File: config.mk
export PLATFORM = sky130hd
export DESIGN_NAME = vid_fifo_burst_arb
export DESIGN_NICKNAME = d
export VERILOG_FILES = /design/src/rtl/vid_fifo_burst_arb.sv
export SDC_FILE = /design/constraint.sdc
export NUM_CORES = 1
export LEC_CHECK = 0
export CELL_PAD_IN_SITES_DETAIL_PLACEMENT = 1
export CELL_PAD_IN_SITES_GLOBAL_PLACEMENT = 1
export CORE_AREA = 10 10 575 577
export DETAILED_ROUTE_END_ITERATION = 7
export DIE_AREA = 0 0 585 587
export PLACE_DENSITY_LB_ADDON = 0.1
export SLEW_MARGIN = 40
export SYNTH_ARGS = -nofsm -noshare
export SYNTH_HDL_FRONTEND = slang
export SYNTH_SLANG_ARGS = --single-unit
File: constraint.sdc
create_clock -name clk -period 4.35 [get_ports clk]
set_clock_uncertainty 0.1 [all_clocks]
set_input_delay 0.87 -clock clk [delete_from_list [all_inputs] [get_ports clk]]
set_output_delay 0.87 -clock clk [all_outputs]
set_load 0.02 [all_outputs]
File: src/rtl/vid_fifo_burst_arb.sv
// Round-robin AXI4 write-burst scheduler over CH_NUM prefetch video FIFOs.
// Each grant issues one AW, streams BURST_LEN beats from the granted FIFO,
// then waits for B and advances that channel's frame write pointer.
module vid_fifo_burst_arb #(
   parameter int unsigned CH_NUM      = 4,
   parameter int unsigned DATA_W      = 256,
   parameter int unsigned ADDR_W      = 32,
   parameter int unsigned BURST_LEN   = 16,
   parameter int unsigned FRAME_BEATS = 64800
) (
   input  logic                       clk,
   input  logic                       rst,
   input  logic [CH_NUM-1:0]          ch_burst_rdy,
   input  logic [CH_NUM*DATA_W-1:0]   ch_rd_data,
   input  logic [CH_NUM-1:0]          ch_rd_vld,
   output logic [CH_NUM-1:0]          ch_rd_en,
   input  logic [CH_NUM*ADDR_W-1:0]   ch_base_addr,
   input  logic [CH_NUM-1:0]          ch_frame_start,
   output logic [CH_NUM-1:0]          ch_frame_done,
   output logic [ADDR_W-1:0]          m_awaddr,
   output logic [7:0]                 m_awlen,
   output logic                       m_awvalid,
   input  logic                       m_awready,
   output logic [DATA_W-1:0]          m_wdata,
   output logic                       m_wlast,
   output logic                       m_wvalid,
   input  logic                       m_wready,
   input  logic [1:0]                 m_bresp,
   input  logic                       m_bvalid,
   output logic                       m_bready,
   output logic                       busy,
   output logic                       bresp_err
);

   localparam int unsigned GW      = $clog2(CH_NUM);
   localparam int unsigned OFF_W   = (FRAME_BEATS > 1) ? $clog2(FRAME_BEATS) : 1;
   localparam int unsigned CNT_W   = (BURST_LEN > 1) ? $clog2(BURST_LEN) : 1;
   localparam int unsigned BYTE_SH = $clog2(DATA_W / 8);

   typedef enum logic [2:0] {S_IDLE, S_ARB, S_AW, S_W, S_B} state_t;

   state_t              state_q, state_d;
   logic [GW-1:0]       g_q, rr_q, arb_idx, cand, rr_next;
   logic                arb_found;
   logic [CNT_W-1:0]    cnt_q;
   logic [OFF_W-1:0]    off_q [CH_NUM];
   logic [CH_NUM-1:0]   pend_q;
   logic [ADDR_W-1:0]   awaddr_q;
   logic                bresp_err_q;
   logic                pop, b_done, restart, frame_end;
   logic [OFF_W:0]      off_sum;
   logic [ADDR_W-1:0]   arb_addr;
   logic [ADDR_W-1:0]   base_a [CH_NUM];
   logic [DATA_W-1:0]   data_a [CH_NUM];

   // Unpack the flat per-channel buses
   for (genvar i = 0; i < CH_NUM; i++) begin : g_unpack
      assign base_a[i] = ch_base_addr[i*ADDR_W +: ADDR_W];
      assign data_a[i] = ch_rd_data[i*DATA_W +: DATA_W];
   end

   assign m_awlen   = 8'(BURST_LEN - 1);
   assign m_awaddr  = awaddr_q;
   assign bresp_err = bresp_err_q;

   // First ready channel at or after rr, with wrap
   always_comb begin
      arb_found = 1'b0;
      arb_idx   = '0;
      cand      = '0;
      for (int unsigned k = 0; k < CH_NUM; k++) begin
         cand = GW'((32'(rr_q) + k) % CH_NUM);
         if (!arb_found && ch_burst_rdy[cand]) begin
            arb_found = 1'b1;
            arb_idx   = cand;
         end
      end
      rr_next  = (arb_idx == GW'(CH_NUM - 1)) ? '0 : arb_idx + GW'(1);
      arb_addr = base_a[arb_idx] + (ADDR_W'(off_q[arb_idx]) << BYTE_SH);
   end

   // Pointer advance for the granted channel at B completion
   always_comb begin
      off_sum   = {1'b0, off_q[g_q]} + (OFF_W+1)'(BURST_LEN);
      frame_end = (off_sum == (OFF_W+1)'(FRAME_BEATS));
      restart   = pend_q[g_q] | ch_frame_start[g_q];
      b_done    = (state_q == S_B) && m_bvalid;
   end

   // State register
   always_ff @(posedge clk or posedge rst) begin
      if (rst) state_q <= S_IDLE;
      else     state_q <= state_d;
   end

   // Next-state and handshake outputs
   always_comb begin
      state_d       = state_q;
      ch_rd_en      = '0;
      ch_frame_done = '0;
      m_awvalid     = 1'b0;
      m_wvalid      = 1'b0;
      m_wlast       = 1'b0;
      m_wdata       = '0;
      m_bready      = 1'b0;
      pop           = 1'b0;
      busy          = (state_q != S_IDLE);
      case (state_q)
         S_IDLE: if (|ch_burst_rdy) state_d = S_ARB;
         S_ARB:  state_d = arb_found ? S_AW : S_IDLE;
         S_AW: begin
            m_awvalid = 1'b1;
            if (m_awready) state_d = S_W;
         end
         S_W: begin
            m_wvalid      = ch_rd_vld[g_q];
            m_wdata       = data_a[g_q];
            m_wlast       = (cnt_q == CNT_W'(BURST_LEN - 1));
            pop           = m_wready & ch_rd_vld[g_q];
            ch_rd_en[g_q] = pop;
            if (pop && m_wlast) state_d = S_B;
         end
         S_B: begin
            m_bready = 1'b1;
            if (m_bvalid) begin
               state_d            = S_IDLE;
               ch_frame_done[g_q] = frame_end & ~restart;
            end
         end
         default: state_d = S_IDLE;
      endcase
   end

   // Grant, beat counter, frame pointers and error flag
   always_ff @(posedge clk or posedge rst) begin
      if (rst) begin
         g_q         <= '0;
         rr_q        <= '0;
         cnt_q       <= '0;
         awaddr_q    <= '0;
         pend_q      <= '0;
         bresp_err_q <= 1'b0;
         for (int i = 0; i < CH_NUM; i++) off_q[i] <= '0;
      end else begin
         if (state_q == S_ARB && arb_found) begin
            g_q      <= arb_idx;
            rr_q     <= rr_next;
            awaddr_q <= arb_addr;
         end
         if (pop) cnt_q <= m_wlast ? '0 : cnt_q + CNT_W'(1);
         if (b_done && m_bresp != 2'b00) bresp_err_q <= 1'b1;
         for (int i = 0; i < CH_NUM; i++) begin
            if (b_done && g_q == GW'(i)) begin
               pend_q[i] <= 1'b0;
               off_q[i]  <= (restart || frame_end) ? '0 : off_sum[OFF_W-1:0];
            end else if (ch_frame_start[i]) begin
               if (g_q == GW'(i) && (state_q == S_AW || state_q == S_W || state_q == S_B))
                  pend_q[i] <= 1'b1;
               else
                  off_q[i] <= '0;
            end
         end
      end
   end

endmodule

==> metrics <==
status finished, violations left; violated checks setup timing; Synth Register Bits 112; CTS Root Cell clkbuf_16; Worst setup SP type register; Yosys warning count 0; met3 WL 29.6 mm; most frequent cell after synthesis mux4_2; share of cells above drive strength 1 around a quarter; CTS Sinks ~110; Clock Latency Late Sink approximately 0.42 ns; Max H-tree Level 3; CTS tree yes; most instantiated cells after synthesis mux4_2 (273), nor2b_1 (263), nand2_1 (251); initial antenna violation count 391; DR pass1 iterations 4; syn_area_per_cell between 10 and 15 sq um; Post-Syn Area about 0.016 sq mm; CTS Hold Bufs 0; arrival time worst endpoint 3.62 ns; DRC viols 0; Cell Chain, Critical Path buf_8 > mux4_2 > and4_2 > nand4_1 > xnor2_2 > buf_4 > nand2_1 > or4b_4 > nor2_4 > buf_6 > buf_12; I/O pins roughly 1500; Cell Count Post-Placement between 7000 and 8000; Buffers on Ports 1472; RePlAce Congestion 0.957; post-layout min period 4.59 ns; top sig layer met5; Vias ~23000; GRT Residual Overflow 0; Post-Syn Instances between 1500 and 2000; Max Cap Viol 0; dpl hpwl about 290 mm; Rows about 210; Die Width 585 microns; first-pass GRT wire length roughly 370 mm; largest cells by area after synthesis mux4_2 (40%), dfrtp_1 (18%), nor2b_1 (11%); fraction of the cycle the final worst path needs 106%; final worst-path setup slack -0.243 ns; CP required roughly 3.4 ns; Worst setup EP type output port; Cell Pwr Density roughly 670 mW/mm^2; final setup fails 5; Die Y a little under 600 microns; Design Area, Final about 0.039 sq mm; total CTS buffers 9; starting density of the core a little under 5%; nets approximately 4300; WL met1 around 110 mm; leakage about 13 nW; vias in the first global route 23704; Peak Freq 218 MHz; Synth Flop Type dfrtp_1; antenna viol nets, final 0; Post-Route WL ~320 mm; initial DRC count 1404; Crit-path slowest cell mux4_2; area leader, netlist mux4_2; Met2 Wirelength roughly 160 mm; Synth cell types 63; Core ar. between 0.3 and 0.4 sq mm; largest net degree at the start of global routing between 80 and 90; Async S/R FF share, synth 100%; CP max stage delay 0.61 ns; Max-slew headroom ~50%; Tot GR Track Use between 10% and 20%; Worst-Margin Slew ~0.77 ns; synthesis-to-finish area growth 151%; Clock transition at path regs roughly 0.09 ns; vias per cell 3.08; CTS max path bufs 2; Slew Viols, Final 0; die area 0.343 sq mm; CP Class register to output port; sequential area share after synthesis 18.1%; Finished Layout Cells approximately 7400; Area after DPL about 0.037 sq mm; critical path peak fanout 6; final hold vios 0; Hold Path Class register to register; area share of the leading cell type in the synthesized netlist 39.6%; count of flip-flops with a built-in enable after synthesis 0; Max VDD drop about 0.00035 V; Routed wire per std cell about 43 microns; unrepaired setup endpoints after global routing true
[registers in the layout, summed over array words and instances (netlist names)]
signal / cells
off_q: 64
m_awaddr: 32
cnt_q: 4
pend_q: 4
state_q: 3
g_q: 2
rr_q: 2
bresp_err: 1
[layout by cell type, fill, tap and decap left out, types with 9 or more instances in the layout]
| master | n |
|---|---|
| ha_1 | 14 |
| dfrtp_1 | 110 |
| diode_2 | 88 |
| clkdlybuf4s50_1 | 1294 |
| o21ai_0 | 34 |
| o21ai_1 | 15 |
| nor2b_1 | 258 |
| buf_6 | 23 |
| and3_1 | 29 |
| nor3b_1 | 10 |
| nor2_1 | 37 |
| a21oi_1 | 15 |
| nand2_1 | 240 |
| nand4_1 | 10 |
| nor4_1 | 10 |
| nand3_1 | 42 |
| xor2_1 | 11 |
| buf_12 | 89 |
| a22o_1 | 24 |
| buf_4 | 324 |
| mux4_2 | 273 |
| a31oi_1 | 25 |
| xnor2_1 | 16 |
| a32o_1 | 29 |
| clkbuf_16 | 9 |
[layout make-up]
class                           instances  area [sq um]
Antenna cell                           88           220
Clock buffer                            9           225
Clock inverter                          7           101
Fill cell                           37238        281000
Inverter                                8          32.5
Multi-Input combinational cell       1265         12600
Sequential cell                       112          2810
Tap cell                             4200          5260
Timing Repair Buffer                 1746         17700
[report_power, final]
group	leakage (nW)	switching (mW)	internal (mW)
logic	11.8	13.7	9.77
registers	1.47	0.222	1.24
clock network	0.159	0.528	0.515
total	13.5	14.5	11.5
[critical path, delay by kind of cell, from the launching register on]
| kind | cells | cell delay [ns] |
|---|---|---|
| and+or+nand+nor | 5 | 1.35 |
| xor gates and xnor gates | 1 | 0.14 |
| DFF | 1 | 0.49 |
| muxes | 1 | 0.61 |
| buffers and inverters | 4 | 0.57 |
[metal layers]
layer	GRT usage, %	vias up
li1	-	9212
met1	18.6	11504
met2	32.7	1491
met3	7.32	591
met4	3.22	132
met5	0	-
[final timing paths]
check / startpoint / endpoint / slack (ns) / depth (start not counted)
setup reg to reg: rr_q[0] / m_awaddr[23] / 0.06 / 19
setup / recovery: g_q[0] / ch_frame_done[2] / -0.24 / 11
max in group asynchronous: rst / off_q[31] / 2.32 / 3
hold reg to reg: bresp_err / bresp_err / 0.38 / 1
min in group asynchronous: rst / m_awaddr[8] / 1.08 / 2
hold / removal: bresp_err / bresp_err / 0.38 / 1
[kinds of logic after synthesis]
kind of cell | Yosys count | share of synthesized area (%)
AO/OA/AOI/OAI | 217 | 10.0
XOR/XNOR | 32 | 1.90
adder cells (fa/ha/maj) | 20 | 1.66
buffers and inverters | 169 | 4.55
flip-flops | 112 | 18.1
multiplexers | 284 | 40.4
other | 2 | 0.0484
AND/OR/NAND/NOR | 700 | 23.4
[per-stage QoR]
step           hold slack (ns)  setup slack [ns]  TNS (ns)  power (mW)  util, %
2_1_floorplan            0.350            -0.404     -3.45        10.2        -
3_3_place_gp             0.371             -1.30    -22.11        25.1     11.7
3_5_place_dp             0.368             -1.30    -22.50        25.0     11.7
4_1_cts                  0.391            -0.330     -1.08        26.7     12.0
5_1_grt                  0.412            -0.360     -2.15        27.3     12.2
6_report                 0.382            -0.243    -0.737        26.0     12.2
[repair_timing]
action | in CTS | in global routing
cloned | 5 | 1
setup endpoints to repair | 153 | 19
pin swaps | 26 | 32
setup buffers | 16 | 10
resized for setup | 91 | 54
No activity file was read; power rests on OpenSTA's default activity.
